[src/rtl/msk_and_ghpcll_pipe.sv]
// W-lane, 2-share GHPC masked AND2 with valid/ready on data, randomness and output.
// PIPE_IN=1 adds an input register stage in front of the masking core (latency 2).
module msk_and_ghpcll_pipe #(
  parameter int d       = 2,
  parameter int W       = 8,
  parameter int PIPE_IN = 0
) (
  input  logic           clk,
  input  logic           rst_n,
  input  logic [2*W-1:0] ina,
  input  logic [2*W-1:0] inb,
  input  logic           in_valid,
  output logic           in_ready,
  input  logic [4*W-1:0] rnd,
  input  logic           rnd_valid,
  output logic           rnd_ready,
  output logic [2*W-1:0] out,
  output logic           out_valid,
  input  logic           out_ready
);

  if (d != 2) begin : g_bad_d
    $error("msk_and_ghpcll_pipe: only d=2 shares is supported");
  end
  if (W < 1 || W > 64) begin : g_bad_w
    $error("msk_and_ghpcll_pipe: W must be in 1..64");
  end

  logic           accept;
  logic           core_load;
  logic [2*W-1:0] core_a;
  logic [2*W-1:0] core_b;
  logic [4*W-1:0] core_r;
  logic           out_valid_q;
  logic           out_valid_d;

  // Gating with rst_n keeps randomness from being reported as consumed while in reset.
  assign accept    = in_valid & rnd_valid & in_ready & rst_n;
  assign rnd_ready = accept;

  if (PIPE_IN == 0) begin : g_direct
    assign in_ready  = ~out_valid_q | out_ready;
    assign core_load = accept;
    assign core_a    = ina;
    assign core_b    = inb;
    assign core_r    = rnd;
  end else begin : g_stage0
    logic [2*W-1:0] a0_q;
    logic [2*W-1:0] b0_q;
    logic [4*W-1:0] r0_q;
    logic           v0_q;
    logic           v0_d;

    assign core_load = v0_q & (~out_valid_q | out_ready);
    assign in_ready  = ~v0_q | core_load;

    always_comb begin
      v0_d = v0_q;
      if (accept) begin
        v0_d = 1'b1;
      end else if (core_load) begin
        v0_d = 1'b0;
      end
    end

    always_ff @(posedge clk or negedge rst_n) begin
      if (!rst_n) begin
        a0_q <= '0;
        b0_q <= '0;
        r0_q <= '0;
        v0_q <= 1'b0;
      end else begin
        v0_q <= v0_d;
        if (accept) begin
          a0_q <= ina;
          b0_q <= inb;
          r0_q <= rnd;
        end
      end
    end

    assign core_a = a0_q;
    assign core_b = b0_q;
    assign core_r = r0_q;
  end

  logic [4*W-1:0] fx;
  logic [4*W-1:0] sel_d;
  logic [4*W-1:0] r_fx_d;
  logic [W-1:0]   r_sel_d;
  logic [4*W-1:0] sel_q;
  logic [4*W-1:0] r_fx_q;
  logic [W-1:0]   r_sel_q;

  // fx uses only share 0, sel only share 1; they meet only after the registers.
  always_comb begin
    fx      = '0;
    sel_d   = '0;
    r_sel_d = '0;
    for (int i = 0; i < W; i++) begin
      fx[4*i+3]    = ~core_a[i] & ~core_b[i];
      fx[4*i+2]    = ~core_a[i] &  core_b[i];
      fx[4*i+1]    =  core_a[i] & ~core_b[i];
      fx[4*i+0]    =  core_a[i] &  core_b[i];
      sel_d[4*i+3] =  core_a[W+i] &  core_b[W+i];
      sel_d[4*i+2] =  core_a[W+i] & ~core_b[W+i];
      sel_d[4*i+1] = ~core_a[W+i] &  core_b[W+i];
      sel_d[4*i+0] = ~core_a[W+i] & ~core_b[W+i];
      r_sel_d[i]   = ^(core_r[4*i +: 4] & sel_d[4*i +: 4]);
    end
  end

  assign r_fx_d = fx ^ core_r;

  always_comb begin
    out_valid_d = out_valid_q;
    if (core_load) begin
      out_valid_d = 1'b1;
    end else if (out_ready) begin
      out_valid_d = 1'b0;
    end
  end

  always_ff @(posedge clk or negedge rst_n) begin
    if (!rst_n) begin
      r_fx_q      <= '0;
      sel_q       <= '0;
      r_sel_q     <= '0;
      out_valid_q <= 1'b0;
    end else begin
      out_valid_q <= out_valid_d;
      if (core_load) begin
        r_fx_q  <= r_fx_d;
        sel_q   <= sel_d;
        r_sel_q <= r_sel_d;
      end
    end
  end

  // Output is forced to the all-zero sharing whenever nothing valid is presented.
  always_comb begin
    out = '0;
    if (out_valid_q) begin
      for (int i = 0; i < W; i++) begin
        out[W+i] = ^(r_fx_q[4*i +: 4] & sel_q[4*i +: 4]);
        out[i]   = r_sel_q[i];
      end
    end
  end

  assign out_valid = out_valid_q;

endmodule

[config.mk]
export PLATFORM = sky130hd
export DESIGN_NAME = msk_and_ghpcll_pipe
export DESIGN_NICKNAME = d
export VERILOG_FILES = /design/src/rtl/msk_and_ghpcll_pipe.sv
export SDC_FILE = /design/constraint.sdc
export NUM_CORES = 1
export LEC_CHECK = 0
export CAP_MARGIN = 10
export CELL_PAD_IN_SITES_DETAIL_PLACEMENT = 1
export CELL_PAD_IN_SITES_GLOBAL_PLACEMENT = 2
export CORE_MARGIN = 4
export CORE_UTILIZATION = 38
export DETAILED_ROUTE_END_ITERATION = 10
export DONT_BUFFER_PORTS = 1
export PLACE_DENSITY_LB_ADDON = 0.05
export SETUP_SLACK_MARGIN = 0.2
export SLEW_MARGIN = 20
export SYNTH_ARGS = -nofsm -noshare
export SYNTH_HDL_FRONTEND = slang
export SYNTH_SLANG_ARGS = --single-unit
[constraint.sdc]
create_clock -name clk -period 1.85 [get_ports clk]
set_clock_uncertainty 0.2 [all_clocks]
set_input_delay 0.555 -clock clk [delete_from_list [all_inputs] [get_ports clk]]
set_output_delay 0.555 -clock clk [all_outputs]
set_load 0.03 [all_outputs]
# Yosys cells after proc, flatten, opt, wreduce, memory -nomap -nowiden
# Cells that the tools add are included.
# word_totals
input_bits	69
wordCells	142
out_inout_bits	19
reg_bits	73
# classes
mux	3
reduce_logical	17
n_bitwise	118
# ops
operator	count
$and A1 B1 Y1	67
$and A4 B4 Y4	16
$reduce_xor A4 Y1	16
$not A1 Y1	33
$xor A32 B32 Y32	1
$mux W16	1
$mux W1	2
$reduce_bool A2 Y1	1
$or A1 B1 Y1	1

# Longest topological paths before layout
# logic_depth
word_depth	5
depth_mapped	6
mapped_depth_nobuf	5

# Least setup slack after synthesis
# OpenSTA, ideal clock, no wires.
# synth_timing
kind	input to output
startpoint	in out_ready
endpoint	out rnd_ready
cell_stages	4
arrival_ns	1.242
path_buffers	1
t_required_ns	1.095
path_slack_ns	-0.147
cell_sequence	nand2b_2 > nand2b_4 > inv_2 > buf_2
# synth_via
elab_chain_cells	3
# synth_rtl
element	line_no	text
from (decl)	19	input logic out_ready
$or A1 B1 Y1	42	assign in_ready = ~out_valid_q | out_ready;
$and A1 B1 Y1 (2 in a row)	38	assign accept = in_valid & rnd_valid & in_ready & rst_n;
to (decl)	16	output logic rnd_ready,
# No other way between the ends.

# Worst setup path after layout
# layout_timing
startpoint	reg sel_q[27]
endpoint	out out[14]
# layout_via
elab_chain_cells	3
# layout_rtl
element	line_no	text
from (decl)	91	logic [4*W-1:0] sel_q;
from (signal assigned)	134	sel_q <= sel_d;
$and A4 B4 Y4	145	out[W+i] = ^(r_fx_q[4*i +: 4] & sel_q[4*i +: 4]);
$reduce_xor A4 Y1	145	
$mux W16	143	if (out_valid_q) begin
to (decl)	17	output logic [2*W-1:0] out,
# No other way between the ends.

==> qor.yml <==
hold_viol: 73
critPathKind: "flip-flop to output port"
dpl-instance-area_sq_um: 4053
setup_viol: 18
gp_congestion: 0.6995
rsz0062_at_grt: "true"
yosys.area.top_type: "dfrtp_1"
netlist_area_sq_um: 3890
layout.nets: 518
cap_violations: 0
synth_top_family_by_area: "simple AND/OR/NAND/NOR gates"
synthMuxAreaShare_pct: 4.632
ys_warn_count: 0
final-max-slew-violation-count: 0
yosys-top-cells-count: "nand2_1 (153), dfrtp_1 (73), xnor2_1 (40)"
vias_per_cell: 5.044
synth_fa_ha_area_share_pct: 0
fillers: 1038
synth_xor_area_share_pct: 12.61
clk_pin_slew_ns: 0.08
drtPass1Iterations: 4
period_minus_slack_ns: 2.170
synth_seq_area_share_pct: 46.96
reg2reg_depth: 9
dieArea_sq_um: 11920
critPathCaptureType: "output port"
yosysMostFrequentCell: "nand2_1"
ys.flop_type: "dfrtp_1"
required_ns: 1.09
max_freq_mhz: 460.8
numCtsBuffers: 9
violations: "hold timing, setup timing"
clk_path_buf_depth: 2
dieWidth_um: 109.2
grt_first_pass_wirelength_mm: 14.36
r2r_end: "r_fx_q[22]"
hold_ws_ns: -0.3092
crit_family: "flip-flops"
grt.overflow.total: 0
setup_slack_ns: -0.3204
crit_cells: 4
crit_arrival_ns: 1.42
worst_slew_pin_slew_ns: 0.2779
io_pins: 88
critPathMaxFanout: 2
io_buffers: 0
cts_root_buf: "clkbuf_8"
synth_compound_area_share_pct: 6.626
n_antenna_cell: 0
async_reset_ff_share_pct: 100.0
drt-initial-drc-count: 96
p_per_area_nw_per_um2: 834.4
crit_start: "sel_q[27]"
synthSimpleGateAreaFrac_pct: 25.51
rrSetupSlack_ns: 0.11
slew_headroom_pct: 81.34
r2r_start: "out_valid"
final_area_sq_um: 5466
yosys_register_bits: 73
postSynthAreaPerCell_sq_um: 9.396
drive_above_1_share_pct: 46.48
cpPeakStageDelay_ns: 0.41
hold_class: "primary input to asynchronous set/reset pin"
grt_usage_pct: 15.55
period_share_pct: 117.3
clock_latency_ns: 0.34
num_vias: 2961
leakage_uw: 0.002391
cts_max_level: 3
dp_hpwl_mm: 5.962
path_cells: "nand2_1 -> xor2_2 -> xnor2_1 -> and2_4"
syn2layout_area_growth_pct: 40.53
post-route-drc-count: 0
cpMaxStageDelayCell: "dfrtp_1"
vdd_drop_max_v: 0.0003834
netlist_instances: 414
cp-start-kind: "flip-flop"
yosysTopAreaCellShare_pct: 46.96
ant_nets: 0
synth_edf_count: 0
placementRows: 36
fp.dieH_um: 109.2
grt_max_degree: 75
grt_pass1_vias: 2865
core_region_area_sq_um: 9864
status: "complete, but fails checks"
cts_tree: "done"
drt_wl_total_mm: 11.23
critPathCapture: "out[14]"
antenna_found_initial: 0
ys_top_cells_by_area: "dfrtp_1 (47%), nand2_1 (15%), xnor2_1 (9.0%), mux4_2 (4.6%), xor2_1 (3.6%)"
synth.distinct_cells: 23
wl_per_cell_um: 19.13
cts.sinks: 73
start_util_pct: 39.43
synth_fp_nets: 483
crit_buf_inv: 0
-- worst reg2reg max path: stages, from the launching register on --
cell	delay [ns]
dfrtp_2	0.44
buf_6	0.16
nand2b_4	0.09
nand2b_4	0.08
buf_6	0.15
buf_12	0.14
buf_6	0.12
buf_8	0.14
nand2_2	0.07
o21ai_2	0.04
-- layout make-up --
cell class              instances  area [sq um]  area share [%]
clock inverters                 3         40.04          0.7324
multi-input cells             324          2596           47.49
repair buffers                 40         675.6           12.36
well taps                     133         166.4           3.044
clock buffers                  13         148.9           2.724
inverters                       1         11.26          0.2060
flip-flops and latches         73          1828           33.44
-- logic make-up after synthesis --
group / Yosys count
and+or+nand+nor: 220
DFF: 73
xor gates and xnor gates: 56
AOI/OAI and AO/OA: 40
buffers and inverters: 17
muxes: 8
-- layer usage --
layer / vias to the layer above / wire (um) / part of all wire, % / GRT usage (%)
met1: 1482 / 4533 / 40 / 19.44
li1: 1406 / - / - / -
met3: 5 / 688 / 6.1 / 5.329
met5: - / 0 / 0 / 0
met4: 0 / 70 / 0.62 / 4.898
met2: 68 / 5937 / 53 / 25.35
-- per-stage QoR --
stage / setup TNS, ns / utilization [%] / power (uW) / std cells / setup slack (ns)
2_1_floorplan: 0 / - / 2607 / 414 / 0.03766
5_1_grt: -4.282 / 55.42 / 4824 / 587 / -0.3931
3_5_place_dp: -0.9599 / 41.08 / 2752 / 544 / -0.08345
6_report: -3.034 / 55.42 / 4561 / 587 / -0.3204
4_1_cts: -3.368 / 44.75 / 4105 / 565 / -0.3146
3_3_place_gp: -0.003109 / 41.08 / 2725 / 544 / -0.001630
-- how the worst min path moves through the flow --
stage	slack [ns]	from	endpoint
floorplan	0.06	rst_n	out_valid
global placement	0.06	rst_n	r_fx_q[1]
detailed placement	0.06	rst_n	sel_q[1]
CTS	-0.33	rst_n	r_fx_q[29]
global route	-0.34	rst_n	sel_q[1]
finish	-0.31	rst_n	sel_q[1]
-- cells in the final DEF (no fill, tap or decap), drive strengths merged --
cell / Yosys / layout
clkinv: 0 / 2
clkbuf: 3 / 23
nor2b: 16 / 16
bufinv: 0 / 1
bufbuf: 0 / 1
nand2: 153 / 153
nand3: 9 / 9
and2: 16 / 16
nand3b: 16 / 16
buf: 13 / 29
nor2: 8 / 8
dfrtp: 73 / 73
mux4: 8 / 8
inv: 1 / 1
nand2b: 2 / 2
xor2: 16 / 16
o31ai: 8 / 8
xnor2: 40 / 40
o21ai: 32 / 32
-- timing repair --
action,CTS,global route
endpoints found under the setup margin,40,77
cloned,1,16
endpoints found under the hold margin,73,73
pin swaps,28,89
setup buffers,4,6
gates resized for setup,36,201
-- flip-flops by register name, indices dropped and copies added, names as in the netlist --
name,flops
out_valid,1
sel_q,32
r_sel_q,8
r_fx_q,32
-- where the power goes --
part / internal (uW) / switching [uW]
logic: 641 / 527
registers: 1870 / 261
clock network: 659 / 603
total: 3170 / 1390
(Power assumes the default switching activity.)
==> variant 1, RTL diff (config.mk and constraints unchanged) <==
Set the parameter `W` to 7 (it was 8).
--- a/src/rtl/msk_and_ghpcll_pipe.sv
+++ b/src/rtl/msk_and_ghpcll_pipe.sv
@@ -2,7 +2,7 @@
 // PIPE_IN=1 adds an input register stage in front of the masking core (latency 2).
 module msk_and_ghpcll_pipe #(
   parameter int d       = 2,
-  parameter int W       = 8,
+  parameter int W       = 7,
   parameter int PIPE_IN = 0
 ) (
   input  logic           clk,
Ports: changed (resized ina, inb, out and rnd); port bits go from 88 to 78. The function was not compared with the original's and may differ.
==> variant 1 against the unedited design <==
- the run still ends with hold timing, setup timing left
- sequential cell count shrank 9
- sequential share of layout area grew 6.6 points
- synthesized cell count shrank 12%
- final cell count shrank 16%
- routed wire length shrank 32%
- cell area shrank 27%
- total power shrank 22%
- setup slack gained 0.094 ns
- synthesized area shrank 14%
- sequential power shrank 16%
==> variant 1: results (changes against the unedited design) <==
stage,metric,value,unit,change
global_routing,GRT met1 Usage,18.82,%,-0.62 points
synthesis,Synth cell types,20,,-13%
drt,met1 wire length,3.358,mm,-26%
synthesis,share of the synthesized area in the top cell type,47.81,%,+0.85 points
global_routing,gr usage total,15.44,%,-0.11 points
drt,metal2 WL,3.708,mm,-38%
sta,total negative slack,-2.338,ns,+0.6964 ns
cells_and_area,layout cells sized above 1,22.11,%,-24 points
placed_design,hpwl dp,5.311,mm,-11%
power_and_ir_drop,peak supply drop,0.0003461,V,-9.7%
sta,Final Setup Violations,17,,-1
worst_setup_path,Critical Path Source,sel_q[3],,
drt,WL/cell,15.49,um,-19%
global_routing,first-pass GRT wire length,12.41,mm,-14%
cells_and_area,Top Registers,"r_fx_q x28, sel_q x28, r_sel_q x7",,
worst_setup_path,length in cells of the worst reg-to-reg path,7,,-2
synthesis,syn avg cell area,9.202,um^2,-2.1%
power_and_ir_drop,seq pwr,1780,uW,-16%
placed_design,Setup WS pre-CTS,0.03353,ns,+0.1170 ns
drt,DR vias,2463,,-17%
worst_setup_path,Reg-to-Reg End,sel_q[26],,
cells_and_area,final-stage net count,448,,-14%
global_routing,vias in the first global route,2680,,-6.5%
worst_setup_path,CP peak stage delay,0.39,ns,-0.02 ns
global_routing,met2 Track Usage GR,26.01,%,+0.66 points
synthesis,ranking of synthesized cells by area,"dfrtp_1, nand2_1, xnor2_1, mux4_2, o21ai_0",,
status,status,finished with violations,,
synthesis,syn_nets,425,,-12%
sta,Slew headroom,84.21,%,+2.9 points
drt,drt first pass iters,2,,-2
global_routing,largest net degree at the start of global routing,66,,-12%
status,failing checks,"hold timing, setup timing",,
placed_design,GP Congestion,0.7001,,about the same
synthesis,register area share after synthesis,47.81,%,+0.85 points
power_and_ir_drop,Power Dens Cells,888.0,nW/um^2,+6.4%
power_and_ir_drop,clock network power share,29.1,%,+1.4 points
worst_setup_path,crit path DAT,1.32,ns,-0.10 ns
cells_and_area,Fillers,965,,-7.0%
power_and_ir_drop,Internal Power,2564,uW,-19%
power_and_ir_drop,leak pwr,0.001824,uW,-24%
sta,hold_ws,-0.2875,ns,+0.02173 ns
global_routing,grt met3 use,5.119,%,-0.21 points
placed_design,placed cell areas,3543,um^2,-13%
sta,final setup margin,-0.2259,ns,+0.09441 ns
cells_and_area,fin cells,494,,-16%
sta,final hold viol count,64,,-12%
## variant 1: cell type report
type                    instances  area share, %
multi-input cells             284          45.10
flip-flops and latches         64          40.07
repair buffers                 27          7.257
clock buffers                  12          3.879
well taps                     105          3.284
inverters                       1         0.2815
clock inverters                 1         0.1251
## variant 1: what timing repair did
action,CTS,global route
endpoints found under the setup margin,17,52
buffers inserted,5,8
resized for setup,27,24
gates cloned,1,0
hold endpoints to repair,64,64
pin swaps,18,23
## variant 1: cells by family (layout without fill, tap and decap cells)
| group | Yosys count | count (layout) | share of synthesized area [%] |
|---|---|---|---|
| xor gates and xnor gates | 49 | 49 | 12.81 |
| AOI/OAI and AO/OA | 35 | 35 | 5.753 |
| buffers and inverters | 16 | 41 | 3.100 |
| and+or+nand+nor | 193 | 193 | 25.81 |
| muxes | 7 | 7 | 4.707 |
| DFF | 64 | 64 | 47.81 |
==> variant 2, RTL diff (same flow settings) <==
Without the edit above. Reset style: synchronous (`rst_n`), changed in 2 clocked blocks.
--- a/src/rtl/msk_and_ghpcll_pipe.sv
+++ b/src/rtl/msk_and_ghpcll_pipe.sv
@@ -63,7 +63,7 @@
       end
     end
 
-    always_ff @(posedge clk or negedge rst_n) begin
+    always_ff @(posedge clk) begin
       if (!rst_n) begin
         a0_q <= '0;
         b0_q <= '0;
@@ -121,7 +121,7 @@
     end
   end
 
-  always_ff @(posedge clk or negedge rst_n) begin
+  always_ff @(posedge clk) begin
     if (!rst_n) begin
       r_fx_q      <= '0;
       sel_q       <= '0;
Behaviour: differs if rst_n is asserted again (counterexample within 4 cycles, from zero or initial values and one cycle with rst_n low); with rst_n held inactive, the same outputs for 10 cycles.
==> variant 2 against the unedited design <==
- the flow finishes with violations (setup timing)
- count of clock-buffer cells in the layout fell by 1
- sequential share of layout area shrank 3.4 points
- cell area down 6.5%
- global-route usage rose by 2.5 points
- hold slack improved by 0.39 ns
- setup slack better by 0.082 ns
- routed wire length decreased by 0.53%
- sequential cell count stayed put
- register-to-register slack got worse by 0.07 ns
- synthesized area shrank 7.4%
- first-iteration DRC count is 24% lower
Power is not compared: it rests on default switching activity, and its combinational part moved more than twofold at a synthesized area within 25%.
==> variant 2: results (changes against the unedited design) <==
stage,metric,value,unit,change
status,failing checks,setup timing,,
drt,Detailed Route Iter0 Violations,73,,-24%
clocking,CTS sink cnt,73,,unchanged
cells_and_area,non-clk buf share,13.61,%,+1.3 points
sta,Final Setup Violations,17,,-1
cells_and_area,"Buffers, non-clock",38,,-5.0%
synthesis,ranking of synthesized cells by area,"dfxtp_1, xnor2_1, nand3_1, nand2_1, mux4_2",,
placed_design,GP Congestion,0.7124,,+1.8%
synthesis,xor/xnor share of the synthesized area,13.61,%,+1.0 points
synthesis,register area share after synthesis,40.56,%,-6.4 points
power_and_ir_drop,peak supply drop,0.0003716,V,
synthesis,Commonest cells post-synth,"nand2_1, dfxtp_1, nand3_1",,
placed_design,Setup WS pre-CTS,0.05577,ns,+0.1392 ns
cells_and_area,layout cells sized above 1,49.12,%,+2.6 points
drt,drt first pass iters,4,,unchanged
sta,final setup margin,-0.2386,ns,+0.08172 ns
global_routing,first-pass GRT wire length,15.90,mm,+11%
cells_and_area,Top Registers,"r_fx_q x32, sel_q x32, r_sel_q x8",,
global_routing,GRT met1 Usage,22.28,%,+2.8 points
cells_and_area,clk tree area frac,4.382,%,+0.93 points
placed_design,hpwl dp,6.179,mm,+3.6%
cells_and_area,Multi-In Gates,326,,+0.62%
cells_and_area,Inverters,1,,unchanged
sta,total negative slack,-2.034,ns,+0.9996 ns
clocking,CTS tree,yes,,
drt,met3 wire len,645,um,-6.3%
cells_and_area,Reg area,1534,um^2,-16%
clocking,Clock Path Buffers,2,,unchanged
min_path,Hold WC Path Type,input pin to register,,
clocking,Root Driver,clkbuf_8,,
synthesis,compound-gate portion of the synthesized area,8.819,%,+2.2 points
cells_and_area,Clock Buffer Count,12,,-1
global_routing,grt met3 use,4.715,%,-0.61 points
cells_and_area,final-stage net count,518,,unchanged
synthesis,Adder-Cell Fraction of Synth Area,0,%,unchanged
status,status,finished with violations,,
global_routing,met2 Track Usage GR,30.56,%,+5.2 points
cells_and_area,Fillers,1015,,-2.2%
drt,final WL,11.17,mm,-0.53%
worst_setup_path,worst-path fanout max,2,,unchanged
synthesis,multiplexer share of the synthesized area,5.000,%,+0.37 points
drt,met1 wire length,4.890,mm,+7.9%
global_routing,vias in the first global route,3139,,+9.6%
synthesis,syn_nets,493,,+2.1%
cells_and_area,fraction of area in multi-input gates,48.52,%,+1.0 points
drt,metal2 WL,5.379,mm,-9.4%
synthesis,fraction of registers with async set/reset,0,%,-100 points
drt,drt via density,5.189,,+2.9%
worst_setup_path,CP peak stage delay,0.35,ns,-0.06 ns
worst_setup_path,"Slowest-stage cell, CP",dfxtp_2,,
global_routing,gr usage total,18.09,%,+2.5 points
sta,Slew headroom,81.40,%,about the same
## variant 2: cell types whose count changed after synthesis, moves of 10 or more
cell and change:
dfrtp_1 -73, dfxtp_1 +73, nand2_1 -70, nand3_1 +57, a21boi_0 +12, o21ai_0 +10
## variant 2: kinds of logic after synthesis
kind of cell,Yosys count
compound gates,53
xor+xnor,56
buf+inv,25
flops,73
mux,8
simple gates,209
## variant 2: worst max-delay path, delay by kind of cell, from the launching register on
family        cells  cell delay [ns]
flops             1             0.35
simple gates      2             0.29
xor+xnor          2             0.35
## variant 2: path summary, 6_finish.rpt
path              startpoint        end  slack [ns]  cells after the start
setup / recovery  r_fx_q[31]    out[15]       -0.24                      4
hold / removal        inb[8]   sel_q[0]        0.08                      1
setup reg to reg   out_valid  sel_q[20]        0.04                      9
hold reg to reg    sel_q[18]  sel_q[18]        0.25                      2
## variant 2: repair_timing
item | in CTS | in global routing
gates resized for setup | 89 | 132
setup buffers | 6 | 9
endpoints found under the setup margin | 26 | 73
pin swaps | 42 | 63
cloned | 4 | 11
## variant 2: stage by stage
| stage | power (uW) | cell area (um^2) | hold slack (ns) | cells |
|---|---|---|---|---|
| 4_1_cts | 3487 | 4387 | 0.06869 | 563 |
| 3_3_place_gp | 2009 | 3791 | 0.2414 | 537 |
| 3_5_place_dp | 2014 | 3791 | 0.2466 | 537 |
| 6_report | 3581 | 5111 | 0.07683 | 583 |
| 2_1_floorplan | 1967 | 3645 | 0.2295 | 424 |
| 5_1_grt | 3732 | 5111 | 0.06405 | 583 |
## variant 2: power breakdown
part           leakage [uW]  internal (uW)  switching [uW]
combinational       0.00114            263             195
clock              0.000114            775             629
sequential         0.000620           1660            60.8
total               0.00187           2700             885
